[src/rtl/mem_arbiter_pkg.sv]
// ----------------------------------------------------------------------------
// mem_arbiter_pkg
//   Shared definitions for the memory-port arbiter: the arbiter state
//   encoding, the requester ids used to index grant vectors, and the default
//   geometry of the off-chip memory port.
//
//   Contents:
//     ADDR_W_DEF   default line-address width
//     LINE_W_DEF   default cache-line width
//     TIMEOUT_DEF  default number of silent wait cycles before err_timeout
//     REQ_I/REQ_D  requester ids (bit positions in req/gnt vectors)
//     arb_state_e  arbiter FSM states
// ----------------------------------------------------------------------------
package mem_arbiter_pkg;

    localparam int ADDR_W_DEF  = 28;
    localparam int LINE_W_DEF  = 128;
    localparam int TIMEOUT_DEF = 255;

    // Requester ids double as bit positions in the req/gnt vectors and as
    // the encoding of the last-grant register.
    localparam logic REQ_I = 1'b0;
    localparam logic REQ_D = 1'b1;

    typedef enum logic [1:0] {
        IDLE  = 2'd0,
        GNT_I = 2'd1,
        GNT_D = 2'd2,
        DONE  = 2'd3
    } arb_state_e;

endpackage : mem_arbiter_pkg

[src/rtl/mem_arbiter_rr_pick2.sv]
// ----------------------------------------------------------------------------
// rr_pick2
//   Combinational two-way round-robin picker. A lone request is granted
//   directly; when both requesters ask, the one that was not granted last
//   time wins.
//
//   Ports:
//     req   [1:0]  request vector, bit REQ_I = I-cache, bit REQ_D = D-cache
//     last         id of the requester granted most recently
//     gnt   [1:0]  one-hot grant (all zero when nothing is requested)
// ----------------------------------------------------------------------------
module rr_pick2
    import mem_arbiter_pkg::*;
(
    input  logic [1:0] req,
    input  logic       last,
    output logic [1:0] gnt
);

    always_comb begin
        gnt = req;
        if (req == 2'b11) begin
            gnt = 2'b00;
            // Tie: hand the port to whoever did not have it last.
            if (last == REQ_I) begin
                gnt[REQ_D] = 1'b1;
            end else begin
                gnt[REQ_I] = 1'b1;
            end
        end
    end

endmodule : rr_pick2

[src/rtl/mem_arbiter.sv]
// ----------------------------------------------------------------------------
// mem_arbiter
//   Shares the single off-chip memory port between the I-cache refill path
//   and the D-cache refill/write-back path. Round-robin arbitration, one
//   outstanding memory transaction at a time. Command, address and write
//   data are registered toward memory; read data and the ready pulse are
//   registered back toward the winning cache.
//
//   Handshake: a cache raises i_read / d_read / d_write with a stable
//   address (and d_wdata for a write-back) and holds it until its ready
//   output pulses for one cycle; that pulse is the only completion
//   indication and the returned line is valid in i_rdata / d_rdata from the
//   pulse onward. Toward memory, mem_read / mem_write stay high with stable
//   mem_addr / mem_wdata until memory answers with a one-cycle mem_ready
//   (mem_rdata valid in that same cycle).
//
//   Ports:
//     clk, rst                   clock, synchronous active-high reset
//     i_read, i_addr             I-cache line-read request
//     i_rdata, i_ready           line and completion pulse to the I-cache
//     d_read, d_write, d_addr,   D-cache refill / write-back request
//     d_wdata
//     d_rdata, d_ready           line and completion pulse to the D-cache
//     mem_read, mem_write,       registered memory command
//     mem_addr, mem_wdata
//     mem_rdata, mem_ready       memory response
//     busy                       arbiter is not in IDLE
//     err_timeout                sticky: memory went silent for TIMEOUT cycles
// ----------------------------------------------------------------------------
module mem_arbiter
    import mem_arbiter_pkg::*;
#(
    parameter int ADDR_W  = ADDR_W_DEF,
    parameter int LINE_W  = LINE_W_DEF,
    parameter int TIMEOUT = TIMEOUT_DEF
) (
    input  logic              clk,
    input  logic              rst,

    input  logic              i_read,
    input  logic [ADDR_W-1:0] i_addr,
    output logic [LINE_W-1:0] i_rdata,
    output logic              i_ready,

    input  logic              d_read,
    input  logic              d_write,
    input  logic [ADDR_W-1:0] d_addr,
    input  logic [LINE_W-1:0] d_wdata,
    output logic [LINE_W-1:0] d_rdata,
    output logic              d_ready,

    output logic              mem_read,
    output logic              mem_write,
    output logic [ADDR_W-1:0] mem_addr,
    output logic [LINE_W-1:0] mem_wdata,
    input  logic [LINE_W-1:0] mem_rdata,
    input  logic              mem_ready,

    output logic              busy,
    output logic              err_timeout
);

    localparam int              CNT_W   = $clog2(TIMEOUT + 1);
    localparam logic [CNT_W-1:0] CNT_MAX = CNT_W'(TIMEOUT);

    // ------------------------------------------------------------------
    // State and registered outputs
    // ------------------------------------------------------------------
    arb_state_e        state_q;
    logic              last_q;
    logic [CNT_W-1:0]  cnt_q;
    logic              err_q;

    logic              mem_read_q;
    logic              mem_write_q;
    logic [ADDR_W-1:0] mem_addr_q;
    logic [LINE_W-1:0] mem_wdata_q;
    logic [LINE_W-1:0] i_rdata_q;
    logic [LINE_W-1:0] d_rdata_q;
    logic              i_ready_q;
    logic              d_ready_q;

    // ------------------------------------------------------------------
    // Arbitration: request vector and round-robin pick
    // ------------------------------------------------------------------
    logic [1:0] req;
    logic [1:0] gnt;

    always_comb begin
        req        = 2'b00;
        req[REQ_I] = i_read;
        req[REQ_D] = d_read | d_write;
    end

    rr_pick2 u_pick (
        .req  (req),
        .last (last_q),
        .gnt  (gnt)
    );

    // ------------------------------------------------------------------
    // Saturating wait counter next value
    // ------------------------------------------------------------------
    logic [CNT_W-1:0] cnt_d;

    always_comb begin
        cnt_d = cnt_q;
        if (cnt_q != CNT_MAX) begin
            cnt_d = cnt_q + 1'b1;
        end
    end

    // ------------------------------------------------------------------
    // FSM with registered outputs
    // ------------------------------------------------------------------
    always_ff @(posedge clk) begin
        if (rst) begin
            state_q     <= IDLE;
            last_q      <= REQ_D;     // so the I-cache wins the first tie
            cnt_q       <= '0;
            err_q       <= 1'b0;
            mem_read_q  <= 1'b0;
            mem_write_q <= 1'b0;
            mem_addr_q  <= '0;
            mem_wdata_q <= '0;
            i_rdata_q   <= '0;
            d_rdata_q   <= '0;
            i_ready_q   <= 1'b0;
            d_ready_q   <= 1'b0;
        end else begin
            // Ready outputs are single-cycle pulses; only the completion
            // edge sets them.
            i_ready_q <= 1'b0;
            d_ready_q <= 1'b0;

            case (state_q)
                IDLE: begin
                    if (gnt[REQ_I]) begin
                        state_q     <= GNT_I;
                        last_q      <= REQ_I;
                        cnt_q       <= '0;
                        mem_addr_q  <= i_addr;
                        mem_read_q  <= 1'b1;
                        mem_write_q <= 1'b0;
                    end else if (gnt[REQ_D]) begin
                        state_q    <= GNT_D;
                        last_q     <= REQ_D;
                        cnt_q      <= '0;
                        mem_addr_q <= d_addr;
                        // d_read and d_write together is illegal from the
                        // cache; the write-back wins so no dirty line is lost.
                        if (d_write) begin
                            mem_write_q <= 1'b1;
                            mem_read_q  <= 1'b0;
                            mem_wdata_q <= d_wdata;
                        end else begin
                            mem_write_q <= 1'b0;
                            mem_read_q  <= 1'b1;
                        end
                    end
                end

                GNT_I, GNT_D: begin
                    // Requester inputs are deliberately not looked at here:
                    // the command already issued to memory is authoritative.
                    if (mem_ready) begin
                        state_q     <= DONE;
                        mem_read_q  <= 1'b0;
                        mem_write_q <= 1'b0;
                        if (state_q == GNT_I) begin
                            i_rdata_q <= mem_rdata;
                            i_ready_q <= 1'b1;
                        end else begin
                            // A write-back returns no line; keep the last one.
                            if (!mem_write_q) begin
                                d_rdata_q <= mem_rdata;
                            end
                            d_ready_q <= 1'b1;
                        end
                    end else begin
                        cnt_q <= cnt_d;
                        if (cnt_d == CNT_MAX) begin
                            err_q <= 1'b1;
                        end
                    end
                end

                DONE: begin
                    // No grant here: the served cache only drops its request
                    // after seeing the ready pulse, so arbitrating now could
                    // re-serve a stale request.
                    state_q <= IDLE;
                end

                default: begin
                    state_q <= IDLE;
                end
            endcase
        end
    end

    // ------------------------------------------------------------------
    // Outputs
    // ------------------------------------------------------------------
    assign mem_read    = mem_read_q;
    assign mem_write   = mem_write_q;
    assign mem_addr    = mem_addr_q;
    assign mem_wdata   = mem_wdata_q;
    assign i_rdata     = i_rdata_q;
    assign d_rdata     = d_rdata_q;
    assign i_ready     = i_ready_q;
    assign d_ready     = d_ready_q;
    assign err_timeout = err_q;
    assign busy        = (state_q != IDLE);

endmodule : mem_arbiter

[config.mk]
export PLATFORM = sky130hd
export DESIGN_NAME = mem_arbiter
export DESIGN_NICKNAME = d
export VERILOG_FILES = /design/src/rtl/mem_arbiter_pkg.sv /design/src/rtl/mem_arbiter_rr_pick2.sv /design/src/rtl/mem_arbiter.sv
export SDC_FILE = /design/constraint.sdc
export NUM_CORES = 1
export LEC_CHECK = 0
export CORE_AREA = 5 5 283 285
export CTS_BUF_LIST = sky130_fd_sc_hd__clkbuf_4
export CTS_CLUSTER_DIAMETER = 50
export DETAILED_ROUTE_END_ITERATION = 16
export DIE_AREA = 0 0 288 290
export PLACE_DENSITY = 0.43
export SETUP_SLACK_MARGIN = 0.05
export SYNTH_ARGS = -nofsm -noshare
export SYNTH_HDL_FRONTEND = slang
export SYNTH_SLANG_ARGS = --single-unit
export TNS_END_PERCENT = 30
[constraint.sdc]
create_clock -name clk -period 1.7 [get_ports clk]
set_input_delay 0.34 -clock clk [delete_from_list [all_inputs] [get_ports clk]]
set_output_delay 0.34 -clock clk [all_outputs]
set_load 0.01 [all_outputs]
## Word-level counts from Yosys, hierarchy flattened

Index checks and enable logic that the tools add are counted.

| operators by class | value |
|---|---|
| add/subtract/negate cells | 1 |
| multipliers | 0 |
| divide/modulo/power cells | 0 |
| order comparisons | 0 |
| equality and inequality tests | 9 |
| shifts and indexed selects | 0 |
| muxes and demuxes | 27 |
| bitwise gates (word level) | 6 |
| reduce and logical (&&, ||, !) cells | 14 |

Operators by type and width:

| cell | number |
|---|---|
| $mux W28 | 2 |
| $mux W8 | 4 |
| $pmux W8 S2 | 1 |
| $mux W1 | 13 |
| $reduce_and A3 Y1 | 4 |
| $add A8 B1 Y8 const B | 1 |
| $eq A8 B8 Y1 const B | 1 |
| $mux W2 | 4 |
| $ne A8 B8 Y1 const B | 1 |
| $reduce_and A4 Y1 | 2 |
| $eq A2 B2 Y1 const B | 3 |
| $pmux W2 S3 | 1 |
| $reduce_bool A2 Y1 | 3 |
| $not A1 Y1 | 5 |
| $ne A2 B2 Y1 const B | 2 |
| $pmux W1 S2 | 2 |
| $reduce_and A2 Y1 | 2 |
| $ne A3 B3 Y1 const B | 1 |
| $reduce_or A3 Y1 | 1 |
| $eq A2 B1 Y1 const B | 1 |
| $logic_not A2 Y1 | 1 |
| $reduce_or A2 Y1 | 1 |
| $or A1 B1 Y1 | 1 |

| storage, ports and cells | value |
|---|---|
| bits in registers | 428 |
| latch bits | 0 |
| bits in writable memories | 0 |
| ROM bits | 0 |
| output and inout bits | 418 |
| logic and storage cells | 69 |
| memories kept | 0 |

## Logic depth before layout (Yosys ltp)

Gate-level depths: netlist of run 1.

| depth | value |
|---|---|
| word-level depth | 6 |
| depth in mapped cells | 8 |

## By module

A second synthesis of run 1 with hierarchy kept.

| second synthesis, totals | value |
|---|---|
| cells, all modules | 1,918 |
| area total of the unflattened synthesis | 15,484.9 sq um |

Modules (own cells, without submodules):

| module | times used | cells each | area an instance (sq um) | seq. area each (sq um) |
|---|---|---|---|---|
| mem_arbiter | 1 | 1,915 | 15,466.1 | 8,568.2 |
| rr_pick2 | 1 | 3 | 18.8 | 0.0 |

## Least setup slack after synthesis of run 1

No wires, ideal clock.

| timing | value |
|---|---|
| path type | register to register |
| start | reg state_q[0] |
| end | reg d_rdata_q[107] (netlist: d_rdata[107]) |
| setup time | 0.132 ns |
| data arrival time | 1.689 ns |
| required time | 1.568 ns |
| setup slack | -0.121 ns |
| stages on the path, launching flop included | 9 |
| clock period less this slack | 1.821 ns |
| cell sequence | dfxtp_1 inv_1 ha_1 nand2_1 or3_1 clkbuf_1 clkbuf_1 nand2_1 a21oi_1 |

| between the ends | value |
|---|---|
| longest elaborated chain between the ends | 3 |
| elaborated cells on any way between the ends | 5 |
| classes of those cells | 2 x eq/ne; 1 x bitwise; 2 x reduce/logical |

RTL lines:

| element | line | RTL |
|---|---|---|
| start: declaration | mem_arbiter.sv:69 | `arb_state_e state_q;` |
| start signal: assignment | mem_arbiter.sv:118 | `state_q <= IDLE;` |
| start signal: assignment | mem_arbiter.sv:139 | `state_q <= GNT_I;` |
| start signal: assignment | mem_arbiter.sv:146 | `state_q <= GNT_D;` |
| $eq A2 B1 Y1 / $eq A2 B2 Y1 (equally long branches) | mem_arbiter.sv:136, mem_arbiter.sv:170 |  |
| $reduce_or A2 Y1 / $not A1 Y1 (equally long branches) | -- |  |
| $reduce_and A4 Y1 (no line) (*) | -- |  |
| end signal: assignment | mem_arbiter.sv:176 | `d_rdata_q <= mem_rdata;` |
| end: declaration | mem_arbiter.sv:79 | `logic [LINE_W-1:0] d_rdata_q;` |

Mark *: on every way between the ends. The rest lies on a longest branch, timed or not.
A chain may end at the register's enable or synchronous reset.

## Worst setup path after layout of run 1

| timing | value |
|---|---|
| start | reg state_q[0] |
| end | out busy |

| between the ends | value |
|---|---|
| longest elaborated chain between the ends | 1 |

RTL lines:

| element | line | RTL |
|---|---|---|
| $reduce_bool A2 Y1 | mem_arbiter.sv:214 | `assign busy = (state_q != IDLE);` |
| end: declaration | mem_arbiter.sv:59 | `output logic busy,` |

Every way passes these cells.

==> results of run 1 <==
[layout make-up]
cell class,count,area [um2]
diodes,4,10.0
clock buffers,180,1350
clock inverters,27,255
fillers,7765,45700
inverters,8,33.8
multi-input cells,1363,6370
flip-flops and latches,428,9100
well taps,1040,1300
repair buffers,1208,12900
[tightest hold or removal path, cell delays in order]
cell             delay [ns]
clkdlybuf4s50_1        0.48
nand2_1                0.09
a21oi_1                0.05
[worst paths after layout]
path | cells past startpoint | end | start
max | 4 | busy | state_q[0]
min | 3 | d_rdata[15] | mem_rdata[15]
max reg2reg | 9 | d_rdata[28] | state_q[1]
min reg2reg | 2 | i_rdata[16] | i_rdata[16]
[per-stage QoR]
step	area (um2)	total power [mW]	cells	hold slack [ns]
after detailed placement	24400	25.2	3665	0.446
after global placement	24400	25.1	3665	0.441
after floorplan	15200	17.9	1945	0.432
final	31400	38.5	4258	0.176
after global routing	31400	41.0	4257	0.0522
after CTS	29500	36.4	4194	0.0326
[report_power, final]
part           switching, mW  internal (mW)  total [mW]  leakage [nW]
registers               1.16           12.0        13.2          3.67
logic                   7.30           7.85        15.2          7.72
clock network           4.58           5.59        10.2         0.947
[metal layers]
metal	part of all wire (%)	wire length [um]	vias to the layer above
met5	0.017	13	-
met4	3.9	2950	2
li1	-	-	8799
met3	9.1	6890	150
met2	49	37000	698
met1	39	29300	8289
[Yosys cell counts (2+ instances only)]
master	number	area share [%]
a211o_1	2	0.12
a211oi_1	4	0.20
a21oi_1	396	13
a311oi_1	29	1.7
and3_1	2	0.082
buf_1	8	0.20
buf_2	27	0.89
clkbuf_1	111	2.7
dfxtp_1	428	56
ha_1	3	0.25
inv_1	7	0.17
nand2_1	834	21
nand2b_1	7	0.29
nand3_1	4	0.13
nor2_1	35	0.87
nor2b_1	2	0.082
nor3_1	4	0.13
nor4_1	2	0.082
o21ai_0	8	0.26
o22ai_1	2	0.082
o2bb2ai_1	3	0.17
o41ai_1	3	0.17
or2_2	2	0.082
or2b_1	2	0.099
[logic make-up after synthesis]
| group | count (synthesis) | share of synthesized area, % |
|---|---|---|
| AND/OR/NAND/NOR | 905 | 23.1 |
| AO/OA/AOI/OAI | 452 | 16.0 |
| flip-flops | 428 | 56.4 |
| buffers and inverters | 155 | 4.08 |
| adder cells (fa/ha/maj) | 3 | 0.247 |
| XOR/XNOR | 1 | 0.0577 |
| multiplexers | 1 | 0.0659 |
[what timing repair did]
action | in CTS | in global routing
pin swaps | 1 | 16
gates resized for setup | 1576 | 1211
endpoints found under the hold margin | 417 | 0
hold buffers | 309 | 0
cloned | 0 | 12
buffers inserted | 13 | 50
setup endpoints to repair | 609 | 829
[flip-flops by register name, indices dropped and copies added, names as in the netlist]
signal and cells:
d_rdata 128, i_rdata 128, mem_wdata 128, mem_addr 28, cnt_q 8, state_q 2
d_ready 1, err_timeout 1, i_ready 1, last_q 1, mem_read 1, mem_write 1
==> impl_metrics.ini, run 1 <==
[status]
status = finished with violations
violations = negative setup slack

[placement]
routabilityCongestion = 0.826
preCtsSetupSlack_ns = -0.356
portBuffers = 735
place_hpwl_um = 52900

[worst_setup_path]
worstPathCellList = inv_2 > ha_4 > clkinvlp_4 > buf_6
required_ns = 1.36
slowest_stage = dfxtp_2
crit_fanout = 2
path_buf_inv = 3
arrival_ns = 1.66
crit_type = register to output pin
max_stage_delay_ns = 0.32
cp-end-kind = output pin
worst_setup_path_start_kind = register
path_delay_family = flip-flops
r2r_setup_slack_ns = -0.26

[yosys]
netlist_area_um2 = 15200
syn_inst = 1945
avgSynthCellArea_um2 = 7.81
ys_seq_elements = 428
synthFlopType = dfxtp_1
yosysSeqAreaShare_pct = 56.4
ys_types = 44
syn_nets = 2266
yosysWarnings = 0
synthArstFlopShare_pct = 0
synth_edf_count = 0

[clocking]
path_clk_slew_ns = 0.06
tritoncts = built
cts_sinks = 428
h-tree-depth = 4
cts_buffers = 131
insertion_delay_ns = 0.88
root_buffer = clkbuf_4
clock_path_buffers = 3

[global_route]
grt_pass1_wl_um = 108000
grtUsageMet1_pct = 18.4
grt_pass1_vias = 18300
grt_remaining_overflow = 0
grt_util_all_layers_pct = 16.6
met3_usage_pct = 6.47
antenna_found_initial = 5
gr-usage-met2_pct = 27.8
top_usage_layer = met2
grt_max_degree = 133

[power_and_ir_drop]
ir_drop_mv = 0.778
power_density_nw_per_um2 = 1230
power_leakage_nw = 12.3

[timing]
skew_ns = 0.0591
period_share_pct = 118
rsz0062_at_grt = yes
max-slew-margin-rel_pct = 45.6
finalSetupViolCount = 379
hold_viol = 0
fin_setup_tns_ns = -47.47
finalCriticalPeriod_ns = 2.00
final_max_slew_viol_count = 0
tightest_slew_ns = 0.816
fmax_mhz = 500
setup_slack_ns = -0.300

[die]
start_util_pct = 19.7
io_pins = 736
die_h_um = 290
rows = 102
die_w_um = 288
coreArea_um2 = 77100
die-area_um2 = 83500

[route]
first_pass_iters = 5
viasPerCell = 4.21
drtIter0Drc = 629
drcViolationCount = 0
wirelength_um = 76200
antenna_left = 0
wire_per_inst_um = 17.9
vias = 17900

[cells_and_area]
final_common_cell = nand2_1
drive_gt1_share_pct = 39.9
fin_util_pct = 40.7
final_nets = 3461
final_cell_mix = nand2_1 (823), buf_6 (439), dfxtp_2 (414)
areaGrowthSynthToFinish_pct = 107

[job]
drv_cap = 0

[worst_hold_path]
hold_path_class = input pin to register
Power figures use the tool's default switching activity.
==> inputs of run 2 (changes only) <==
--- a/config.mk
+++ b/config.mk
@@ -5,14 +5,15 @@
 export SDC_FILE = /design/constraint.sdc
 export NUM_CORES = 1
 export LEC_CHECK = 0
-export CORE_AREA = 5 5 283 285
+export CORE_AREA = 5 5 286 288
 export CTS_BUF_LIST = sky130_fd_sc_hd__clkbuf_4
 export CTS_CLUSTER_DIAMETER = 50
 export DETAILED_ROUTE_END_ITERATION = 16
-export DIE_AREA = 0 0 288 290
+export DIE_AREA = 0 0 291 293
 export PLACE_DENSITY = 0.43
 export SETUP_SLACK_MARGIN = 0.05
 export SYNTH_ARGS = -nofsm -noshare
 export SYNTH_HDL_FRONTEND = slang
+export SYNTH_HIERARCHICAL = 1
 export SYNTH_SLANG_ARGS = --single-unit
 export TNS_END_PERCENT = 30
==> run 2 against run 1 <==
The flow still finishes with violations (negative setup slack); global-route usage is 0.60 points lower; final area is 0.23% lower; sequential cell count unchanged; register-to-register slack gained 0.09 ns; via count shrank 0.81%; clock skew up 0.0065 ns; critical endpoint unchanged; first-iteration DRC count down 8.9%; sequential power about the same; sequential share of layout area rose by 0.095 points; worst hold slack worse by 0.052 ns.
==> impl_metrics.ini, run 2 <==
[power_and_ir_drop]
power_density_nw_per_um2 = 1180
power_mw = 36.9
power_leakage_nw = 12.4
ir_drop_mv = 0.411

[route]
first_pass_iters = 5
wire_per_inst_um = 18.2
vias = 17800
wirelength_um = 76600
antenna_left = 0
drtIter0Drc = 573
drcViolationCount = 0
viasPerCell = 4.24

[global_route]
grt_max_degree = 71
antenna_found_initial = 3
grt_pass1_vias = 17900
grt_util_all_layers_pct = 16.0
grt_pass1_wl_um = 108000
grt_remaining_overflow = 0

[die]
die_w_um = 291
die_h_um = 293
io_pins = 736
die-area_um2 = 85300
coreArea_um2 = 78600
start_util_pct = 19.7
rows = 103

[cells_and_area]
design_area_um2 = 31300
final_common_cell = nand2_1
final_nets = 3385
drive_gt1_share_pct = 41.4
final_cell_mix = nand2_1 (733), buf_6 (424), dfxtp_2 (400)
areaGrowthSynthToFinish_pct = 102
instances_no_fill = 4201

[worst_setup_path]
r2r_end = err_timeout
crit_fanout = 3
max_stage_delay_ns = 0.33
rr_startpoint = cnt_q[1]
crit_top_cell = inv_2
reg2reg_depth = 5
arrival_ns = 1.54
worst_setup_path_start_kind = register
cp-end-kind = output pin
required_ns = 1.36
slowest_stage = dfxtp_2
crit_type = register to output pin
r2r_setup_slack_ns = -0.17
worstPathCellList = inv_2 > ha_4 > inv_2 > buf_6

[clocking]
path_clk_slew_ns = 0.06
clock_path_buffers = 3
cts_buffers = 121
tritoncts = built
h-tree-depth = 3
root_buffer = clkbuf_4
insertion_delay_ns = 0.89
cts_sinks = 428

[placement]
routabilityCongestion = 0.795
place_inst = 3659
place_area_um2 = 24700
place_hpwl_um = 53400
portBuffers = 735

[job]
drv_cap = 0

[timing]
rsz0062_at_grt = yes
finalSetupViolCount = 207
fmax_mhz = 533
setup_slack_ns = -0.178
skew_ns = 0.0656
tightest_slew_ns = 0.526
period_share_pct = 110
max-slew-margin-rel_pct = 64.9
hold_viol = 0
finalCriticalPeriod_ns = 1.88
final_max_slew_viol_count = 0

[status]
violations = negative setup slack
status = finished with violations

[yosys]
synthArstFlopShare_pct = 0
netlist_area_um2 = 15500
yosys-top-cells-count = nand2_1 (773), dfxtp_1 (428), a21oi_1 (401)
synth_top_area_share_pct = 55.3
avgSynthCellArea_um2 = 8.07
syn_inst = 1918
synth_top_cells_by_area = dfxtp_1 (55%), nand2_1 (19%), a21oi_1 (13%)
yosysMostFrequentCell = nand2_1
ys_types = 48
yosysSeqAreaShare_pct = 55.3
synthFlopType = dfxtp_1
yosysWarnings = 6
yosys.area.top_type = dfxtp_1
ys_seq_elements = 428
synth_edf_count = 0
syn_nets = 2240

[worst_hold_path]
hold_path_class = input pin to register
hold_end = i_rdata[72]
holdPathStages = 3
hp-start = mem_rdata[72]
[run 2: how the worst max path moves through the flow]
stage	startpoint	endpoint
global placement	d_write	cnt_q[2]
CTS	state_q[1]	busy
detailed placement	d_write	cnt_q[2]
global route	state_q[0]	busy
finish	state_q[0]	busy
floorplan	state_q[0]	d_rdata[10]
[run 2: timing repair]
| item | in CTS | in global routing |
|---|---|---|
| hold buffers | 253 | 0 |
| cloned | 0 | 22 |
| resized for setup | 1578 | 1238 |
| setup buffers | 15 | 42 |
| endpoints found under the setup margin | 593 | 830 |
| pin swaps | 1 | 58 |
| endpoints found under the hold margin | 388 | 0 |
[run 2: logic make-up after synthesis]
family | count (synthesis) | synth area share [%]
buf+inv | 153 | 5.32
simple gates | 850 | 21.5
flops | 428 | 55.3
compound gates | 453 | 15.6
mux | 29 | 1.87
fa+ha+maj | 5 | 0.396
[run 2: critical path, delay by kind of cell (launching register included)]
family                     cells  cell delay (ns)
DFF                            1             0.33
buffers and inverters          3             0.21
adders and majority gates      1             0.17
[run 2: layer usage]
metal	part of all wire [%]	vias up	track usage, %
met2	50	668	29.1
met5	0	-	0
li1	-	8651	-
met3	7.6	160	5.72
met1	39	8314	17.3
met4	3.4	0	5.30
[run 2: power by group]
group	total (mW)	switching, mW	internal, mW
sequential	13.1	1.18	11.9
combinational	14.3	6.57	7.69
clock	9.49	4.54	4.94
total	36.9	12.3	24.6
[run 2: area by class of cell]
| class | instances | area (um2) |
|---|---|---|
| Multi-Input combinational cell | 1337 | 6590 |
| Inverter | 5 | 18.8 |
| Timing Repair Buffer | 1170 | 12700 |
| Sequential cell | 428 | 9110 |
| Clock buffer | 180 | 1350 |
| Tap cell | 1050 | 1310 |
| Fill cell | 7873 | 47300 |
| Antenna cell | 6 | 15.0 |
| Clock inverter | 25 | 150 |
[run 2: per-stage QoR]
stage	hold slack, ns	worst slack, ns	setup TNS (ns)	utilization (%)
5_1_grt	-0.0188	-0.380	-88.03	39.8
3_3_place_gp	0.441	-0.639	-151.48	31.4
6_report	0.124	-0.178	-9.67	39.8
3_5_place_dp	0.446	-0.668	-163.74	31.4
2_1_floorplan	0.470	0.0393	0	-
4_1_cts	0.00103	-0.339	-108.19	37.0
